[config.mk]
export PLATFORM = sky130hd
export DESIGN_NAME = hex_cmd_ctrl
export DESIGN_NICKNAME = d
export VERILOG_FILES = /design/src/rtl/hex_cmd_ctrl.sv
export SDC_FILE = /design/constraint.sdc
export NUM_CORES = 1
export LEC_CHECK = 0
export ABC_AREA = 1
export CAP_MARGIN = 20
export CORE_MARGIN = 1.5
export CORE_UTILIZATION = 48
export DETAILED_ROUTE_END_ITERATION = 6
export GPL_TIMING_DRIVEN = 1
export PLACE_DENSITY = 0.83
export SYNTH_ARGS = -nofsm -noshare
export SYNTH_HDL_FRONTEND = slang
export SYNTH_SLANG_ARGS = --single-unit
[constraint.sdc]
create_clock -name clk -period 2.21 [get_ports clk]
set_input_delay 0.442 -clock clk [delete_from_list [all_inputs] [get_ports clk]]
set_output_delay 0.442 -clock clk [all_outputs]
set_load 0.005 [all_outputs]
[src/rtl/hex_cmd_ctrl.sv]
// Purpose: parse ASCII "W a1 a0 d1 d0" / "R a1 a0" commands into memory write/read strobes.
// Latency: mem_we/mem_re 1 cycle after the last char; response +1 cycle (W) or +MEM_LAT+1 cycles (R).
// Backpressure: rx_ready low in EXEC/RD_WAIT; a char offered then is dropped and flagged with err code 11.
//
// Ports: clk, reset (synchronous, active-high)
//        rx_data/rx_valid/rx_ready          character input
//        mem_addr/mem_wdata/mem_we/mem_re   memory command (registered)
//        mem_rdata                          read data, valid MEM_LAT cycles after the mem_re cycle
//        resp_valid/resp_data               response strobe and held response byte
//        err/err_code                       error strobe and held code (01 cmd, 10 hex, 11 busy drop)
// Optional feature: define HEX_CMD_LOWER_EN to accept 'a'..'f' digits and 'w'/'r' commands.
module hex_cmd_ctrl #(
  parameter int MEM_LAT = 1  // legal range 1..4
) (
  input  logic       clk,
  input  logic       reset,
  input  logic [7:0] rx_data,
  input  logic       rx_valid,
  output logic       rx_ready,
  output logic [7:0] mem_addr,
  output logic [7:0] mem_wdata,
  output logic       mem_we,
  output logic       mem_re,
  input  logic [7:0] mem_rdata,
  output logic       resp_valid,
  output logic [7:0] resp_data,
  output logic       err,
  output logic [1:0] err_code
);

  typedef enum logic [2:0] {
    S_IDLE, S_AH, S_AL, S_DH, S_DL, S_EXEC, S_RD_WAIT
  } state_t;

  localparam logic [1:0] LAT_INIT = 2'(MEM_LAT - 1);

  state_t     state, state_nxt;
  logic       cmd_w;     // 1: write command, 0: read command
  logic [1:0] lat_cnt;   // remaining RD_WAIT cycles before mem_rdata is valid
  logic       acc;       // character accepted this cycle
  logic       digit_st;  // in one of the four hex-digit collection states
  logic [4:0] hex;       // {digit_ok, nibble}
  logic       is_w, is_r, is_ws;

  // Same nibble mapping as the hex encoder: '0'..'9' -> 0..9, 'A'..'F' -> 10..15.
  function automatic logic [4:0] hex_decode(input logic [7:0] c);
    logic [4:0] r;
    r = 5'd0;
    if (c >= 8'h30 && c <= 8'h39)
      r = {1'b1, c[3:0]};
    else if (c >= 8'h41 && c <= 8'h46)
      r = {1'b1, c[3:0] + 4'd9};
`ifdef HEX_CMD_LOWER_EN
    else if (c >= 8'h61 && c <= 8'h66)
      r = {1'b1, c[3:0] + 4'd9};
`endif
    return r;
  endfunction

  // Character classification
  always_comb begin
    hex   = hex_decode(rx_data);
    is_w  = (rx_data == 8'h57);
    is_r  = (rx_data == 8'h52);
`ifdef HEX_CMD_LOWER_EN
    is_w  = is_w | (rx_data == 8'h77);
    is_r  = is_r | (rx_data == 8'h72);
`endif
    is_ws = (rx_data == 8'h20) || (rx_data == 8'h0D) || (rx_data == 8'h0A);
  end

  // State register
  always_ff @(posedge clk) begin
    if (reset) state <= S_IDLE;
    else       state <= state_nxt;
  end

  // Next-state logic
  always_comb begin
    state_nxt = state;
    case (state)
      S_IDLE:    if (acc && (is_w || is_r)) state_nxt = S_AH;
      S_AH:      if (acc) state_nxt = hex[4] ? S_AL : S_IDLE;
      S_AL:      if (acc) state_nxt = !hex[4] ? S_IDLE : (cmd_w ? S_DH : S_EXEC);
      S_DH:      if (acc) state_nxt = hex[4] ? S_DL : S_IDLE;
      S_DL:      if (acc) state_nxt = hex[4] ? S_EXEC : S_IDLE;
      S_EXEC:    state_nxt = cmd_w ? S_IDLE : S_RD_WAIT;
      S_RD_WAIT: if (lat_cnt == 2'd0) state_nxt = S_IDLE;
      default:   state_nxt = S_IDLE;
    endcase
  end

  // Output / handshake decode from the current state
  always_comb begin
    rx_ready = (state != S_EXEC) && (state != S_RD_WAIT);
    acc      = rx_valid && rx_ready;
    digit_st = (state == S_AH) || (state == S_AL) || (state == S_DH) || (state == S_DL);
  end

  // Datapath and registered strobes
  always_ff @(posedge clk) begin
    if (reset) begin
      cmd_w      <= 1'b0;
      lat_cnt    <= 2'd0;
      mem_addr   <= 8'h00;
      mem_wdata  <= 8'h00;
      mem_we     <= 1'b0;
      mem_re     <= 1'b0;
      resp_valid <= 1'b0;
      resp_data  <= 8'h00;
      err        <= 1'b0;
      err_code   <= 2'b00;
    end else begin
      // Strobes are registered off the transition into EXEC so they line up with the EXEC cycle.
      mem_we     <= (state_nxt == S_EXEC) && cmd_w;
      mem_re     <= (state_nxt == S_EXEC) && !cmd_w;
      resp_valid <= 1'b0;
      err        <= 1'b0;

      if (rx_valid && !rx_ready) begin
        err      <= 1'b1;
        err_code <= 2'b11;
      end

      if (digit_st && acc && !hex[4]) begin
        err      <= 1'b1;
        err_code <= 2'b10;
      end

      case (state)
        S_IDLE: begin
          if (acc) begin
            if (is_w || is_r) begin
              cmd_w <= is_w;
            end else if (!is_ws) begin
              err      <= 1'b1;
              err_code <= 2'b01;
            end
          end
        end
        S_AH: if (acc && hex[4]) mem_addr[7:4]  <= hex[3:0];
        S_AL: if (acc && hex[4]) mem_addr[3:0]  <= hex[3:0];
        S_DH: if (acc && hex[4]) mem_wdata[7:4] <= hex[3:0];
        S_DL: if (acc && hex[4]) mem_wdata[3:0] <= hex[3:0];
        S_EXEC: begin
          lat_cnt <= LAT_INIT;
          if (cmd_w) begin
            resp_valid <= 1'b1;
            resp_data  <= mem_wdata;
          end
        end
        S_RD_WAIT: begin
          if (lat_cnt == 2'd0) begin
            resp_valid <= 1'b1;
            resp_data  <= mem_rdata;
          end else begin
            lat_cnt <= lat_cnt - 2'd1;
          end
        end
        default: ;
      endcase
    end
  end

endmodule
* Word-level counts from Yosys, hierarchy flattened
Index checks and enable logic that the tools add are counted.
** Cells by class
- Reductions and logical operators :: 30
- Eq/ne operators :: 17
- $add $sub $neg :: 2
- $lt $le $gt $ge :: 4
- Muxes and demuxes :: 35
** Operator list (count)
- $mux 3 :: 11
- $pmux 3 s7 :: 1
- $eq 8x4->1 const B :: 2
- $eq 8x7->1 const B :: 2
- $mux 2 :: 8
- $mux 8 :: 2
- $pmux 8 s2 :: 1
- $eq 3x3->1 const B :: 4
- $logic_and 1x1->1 :: 11
- $mux 5 :: 2
- $reduce_and 2->1 :: 5
- $eq 8x6->1 const B :: 1
- $ge 8x6->1 const B :: 1
- $ge 8x7->1 const B :: 1
- $le 8x6->1 const B :: 1
- $le 8x7->1 const B :: 1
- $mux 1 :: 8
- $eq 3x2->1 const B :: 2
- $logic_or 1x1->1 :: 6
- $ne 2x2->1 const B :: 3
- $ne 3x3->1 const B :: 2
- $reduce_and 3->1 :: 2
- $add 4x4->4 const B :: 1
- $pmux 2 s2 :: 1
- other kinds (7) :: 9
** Word-level totals
- Flip-flop bits (word level) :: 36
- Input bits :: 19
- Output and inout port bits :: 31

* Depth between registers and ports, before layout
Gate-level depths: netlist (run 1).
- Depth after elaboration :: 11
- Depth in mapped cells :: 15

* Worst setup path before layout (run 1)
No wires, ideal clock.
- Path type :: input-to-reg
- Start point :: input port rx_data[0]
- End point :: register mem_re
- Data required time :: 2.098 ns
- Stages :: 15
- Path slack :: 0.463 ns
- Buffers on the path :: 0
- Data arrival time :: 1.635 ns
- Cells stage by stage :: inv_1 > ha_1 > inv_1 > nor2_1 > nand2_1 > nor2_1 > nor2_4 > nand2_4 > nand2_8 > nand2_8 > nor2_8 > inv_2 > nand3_2 > nand2_2 > nor2_1
** Between the ends
- Word-level cells in the longest chain between the ends :: 9
- Elaborated cells on any way between the ends :: 24
- Classes of those cells :: order compare: 4; eq/ne: 3; mux: 12; reduce/logical: 5
** RTL lines
- start: declaration :: RTL line 17 : input logic [7:0] rx_data,
- $ge 8x7->1 or $le 8x7->1 (tied branches) :: RTL line 51 : else if (c >= 8'h41 && c <= 8'h46)
- $logic_and 1x1->1 :: RTL line 51
- $mux 5 :: RTL line 51
- $mux 5 :: RTL line 49 : if (c >= 8'h30 && c <= 8'h39)
- $mux 3 (tied with other cells) :: RTL line 86 : S_DL: if (acc) state_nxt = hex[4] ? S_EXEC : S_IDLE;
- $mux 3 (on tied branches)
- $pmux 3 s7 * :: RTL line 81 : case (state)
- $eq 3x3->1 * :: RTL line 116 : mem_re <= (state_nxt == S_EXEC) && !cmd_w;
- $logic_and 1x1->1 * :: RTL line 116
- end signal: assignment :: RTL line 116
- end: declaration :: RTL line 23 : output logic mem_re,
Mark *: on every way between the ends. The rest lies on a longest branch, timed or not.
A chain may end at the register's enable or synchronous reset.

* Final worst setup path (run 1)
- Start point :: register state[2]
- End point :: output port rx_ready
** Between the ends
- Word-level cells in the longest chain between the ends :: 2
- Elaborated cells on any way between the ends :: 3
- Classes of those cells :: eq/ne: 2; reduce/logical: 1
** RTL lines
- start: declaration :: RTL line 37 : state_t state, state_nxt;
- start signal: assignment :: RTL line 75 : else state <= state_nxt;
- $ne 3x3->1 :: RTL line 95 : rx_ready = (state != S_EXEC) && (state != S_RD_WAIT);
- $logic_and 1x1->1 * :: RTL line 95
- end: declaration :: RTL line 19 : output logic rx_ready,
Marked as above.

==> run_results.csv, run 1 <==
group,metric,value,unit
yosys,syn_nets,283,
yosys,synth_cell_types,34,
power_and_ir_drop,peakVddDrop,442.0,uV
cts,cts_sinks,36,
cts,cts_tree,"done",
final_layout,area_growth,37.90,%
sta,setup_viol,0,
yosys,yosysSeqAreaShare,0.3738,
power_and_ir_drop,p_sw,0.0003073,W
cts,cts_hold_buffers,0,
power_and_ir_drop,total_power,0.001272,W
sta,hold_ws,0.4728,ns
status,status,"completed",
die,core,3771,sq um
setup_path,cp_max_fo,8,
sta,period_needed,2.087,ns
power_and_ir_drop,p_int,0.0009648,W
sta,max_freq,0.4792,GHz
yosys,syn_area_per_cell,7.473,sq um
final_layout,nFillCells,326,
flow_run,maxCapViolCount,0,
final_layout,layout-drive-gt1-share,0.1517,
global_routing,antenna_found_initial,0,
cts,clk_pin_slew,0.07,ns
die,dieWidth,66.38,um
yosys,synth_area,1928,sq um
route,wl_met1,2192,um
route,drtIter0Drc,174,
sta,finClkSkew,0.005711,ns
global_routing,grt_pass1_wl,8093,um
route,vias,1976,
yosys,synth_seq_cells,36,
route,ant_nets,0,
final_layout,final_util,0.7050,
hold_path,min_to,"mem_wdata[1]",
placed_design,place_area,2565,sq um
setup_path,worstPathRequired,1.77,ns
yosys,synth_top_area_cell,"dfxtp_1",
sta,hold_viol,0,
setup_path,critPathKind,"reg2out",
power_and_ir_drop,seq_power_share,0.512,
hold_path,min_from,"mem_wdata[1]",
power_and_ir_drop,power_leakage,1.108,nW
cts,clock_latency,0.29,ns
sta,fin_ws,0.1233,ns
power_and_ir_drop,power_density,478.4,nW/um^2
yosys,synth_edf_count,0,
route,wl_per_cell,12.95,um
setup_path,max_stage_delay,0.49,ns
setup_path,arrival,1.64,ns
route,met2_length,2278,um
final_layout,fin_area,2659,sq um
final_layout,nNetsFinal,347,
global_routing,globalRouteOverflowTotal,0,
sta,slew_headroom,0.7020,
route,top_layer,"met4",
cts,htreeDepth,2,
placed_design,place_hpwl,3614,um
global_routing,grt_max_degree,24,
setup_path,end_kind,"output pin",
die,fp.dieH,66.38,um
setup_path,crit_slowest_cell,"dfxtp_1",
cts,post_cts_buffers,0,
cts,cts_buffers,5,
sta,worst_slew_pin_slew,0.4459,ns
power_and_ir_drop,swShare,0.2416,
die,ios,50,
global_routing,grt_pass1_vias,1834,
route,wl_met3,251,um
sta,finalMaxSlewViolations,0,
cts,cts_buffer_depth,2,
route,drc,0,
yosys,synth_top_area_frac,0.3738,
sta,rsz0062_at_grt,"false",
yosys,ys.flop_type,"dfxtp_1",
yosys,ys_async_sr_fraction,0,
placed_design,io_buffers,49,
route,via_per_inst,5.326,
yosys,syn_inst,258,
cts,cts_root_buffer,"clkbuf_8",
placed_design,routabilityCongestion,0.8691,
placed_design,dp_slack,-0.09932,ns
setup_path,r2r_slack,0.54,ns
final_layout,diodes,0,
yosys,ys_warn_count,0,
cts,cts_resized,0,
yosys,yosys-top-cells-count,"36 x dfxtp_1, 36 x nand2_1, 31 x nor2_1",
die,die_area,4406,sq um
hold_path,holdCritPathClass,"reg2reg",
setup_path,crit_path_cell_trace,"nand3_1 -> nand2_2 -> inv_1 -> clkdlybuf4s50_1",
sta,post-route-period-util,0.9442,
die,start_util,0.5113,
route,drt_first_pass_iters,4,
setup_path,r2r-start,"state[2]",
global_routing,grt.total_usage,0.2382,
setup_path,r2r_end,"mem_re",
power_and_ir_drop,clkPwrFrac,0.384,
route,wirelength,4805,um
yosys,synth_area_leaders,"dfxtp_1 37%, nand2_1 7.0%, nor2_1 6.0%, a21oi_1 5.5%, inv_1 5.1%",
die,rows,22,
setup_path,rr_worst_depth,7,
setup_path,start_kind,"flip-flop",
power_and_ir_drop,p_comb_frac,0.104,
hold_path,whs_path_depth,2,
routing by layer:
metal / vias up / global-route usage
li1: 1000 / -
met1: 899 / 0.3017
met2: 68 / 0.3988
met3: 9 / 0.04770
met4: 0 / 0.08418
met5: - / 0
power by group through the flow:
stage / registers [W] / clock network (W) / logic (W)
5_1_grt: 0.000652 / 0.000527 / 0.000143
2_1_floorplan: 0.000667 / 0 / 0.0000609
3_5_place_dp: 0.000667 / 0 / 0.000131
4_1_cts: 0.000652 / 0.000500 / 0.000132
3_3_place_gp: 0.000667 / 0 / 0.000129
6_report: 0.000652 / 0.000488 / 0.000132
critical path, delay by kind of cell, from the launching register on:
family | cells | cell delay, ns
DFF | 1 | 0.49
buffers and inverters | 2 | 0.52
and+or+nand+nor | 2 | 0.34
worst max-delay path by stage:
stage                           to        from  slack [ns]
after CTS                 rx_ready    state[1]        0.05
after detailed placement    mem_re  rx_data[1]        -0.1
final                     rx_ready    state[2]        0.12
after global routing      rx_ready    state[2]        0.03
after global placement      mem_we  rx_data[1]       -0.06
after floorplan             mem_re  rx_data[0]        0.46
metrics by stage:
stage,TNS [ns],instances
5_1_grt,0,371
3_5_place_dp,-0.8739,363
4_1_cts,0,371
6_report,0,371
3_3_place_gp,-0.3572,363
2_1_floorplan,0,258
logic make-up (layout without fill, tap and decap cells):
kind of cell / after synthesis / count (layout) / share of synthesized area
AND/OR/NAND/NOR: 112 / 112 / 0.3180
AO/OA/AOI/OAI: 63 / 63 / 0.1856
buffers and inverters: 41 / 106 / 0.08371
flip-flops: 36 / 36 / 0.3738
adder cells (fa/ha/maj): 6 / 6 / 0.03893
sequential cells by signal (all words and copies together), names as in the netlist:
name,flops
mem_we,1
mem_re,1
err,1
resp_valid,1
mem_addr,8
state,3
resp_data,8
mem_wdata,8
cmd_w,1
err_code,2
lat_cnt,2
layout make-up:
| cell class | instances | area, sq um | share of cell area |
|---|---|---|---|
| clock inverter | 2 | 10.01 | 0.003765 |
| sequential | 36 | 721.9 | 0.2715 |
| tap | 48 | 60.06 | 0.02259 |
| timing repair buffer | 66 | 618.1 | 0.2325 |
| multi-input combinational | 181 | 1046 | 0.3934 |
| clock buffer | 6 | 82.58 | 0.03106 |
| inverter | 32 | 120.1 | 0.04518 |
cell usage in the layout (no fill, tap or decap), types with 5 or more instances in the layout:
cell type,synthesis,routed
clkbuf_8,0,6
clkdlybuf4s50_1,0,49
nand3_1,10,10
o21ai_1,7,7
nand4_1,13,13
ha_1,6,6
a31oi_1,9,9
nor3_1,5,5
o21ai_0,18,18
dfxtp_1,36,35
nand2_1,36,36
a21oi_1,21,21
inv_2,5,5
inv_1,26,26
buf_4,0,17
nor2_1,31,31
Power figures use the tool's default switching activity.
==> inputs of run 2 (changes only) <==
--- a/config.mk
+++ b/config.mk
@@ -12,6 +12,7 @@
 export DETAILED_ROUTE_END_ITERATION = 6
 export GPL_TIMING_DRIVEN = 1
 export PLACE_DENSITY = 0.83
+export SKIP_CTS_REPAIR_TIMING = 1
 export SYNTH_ARGS = -nofsm -noshare
 export SYNTH_HDL_FRONTEND = slang
 export SYNTH_SLANG_ARGS = --single-unit
==> results of run 2 <==
Final layout, timing and power as in run 1 (identical DEF).
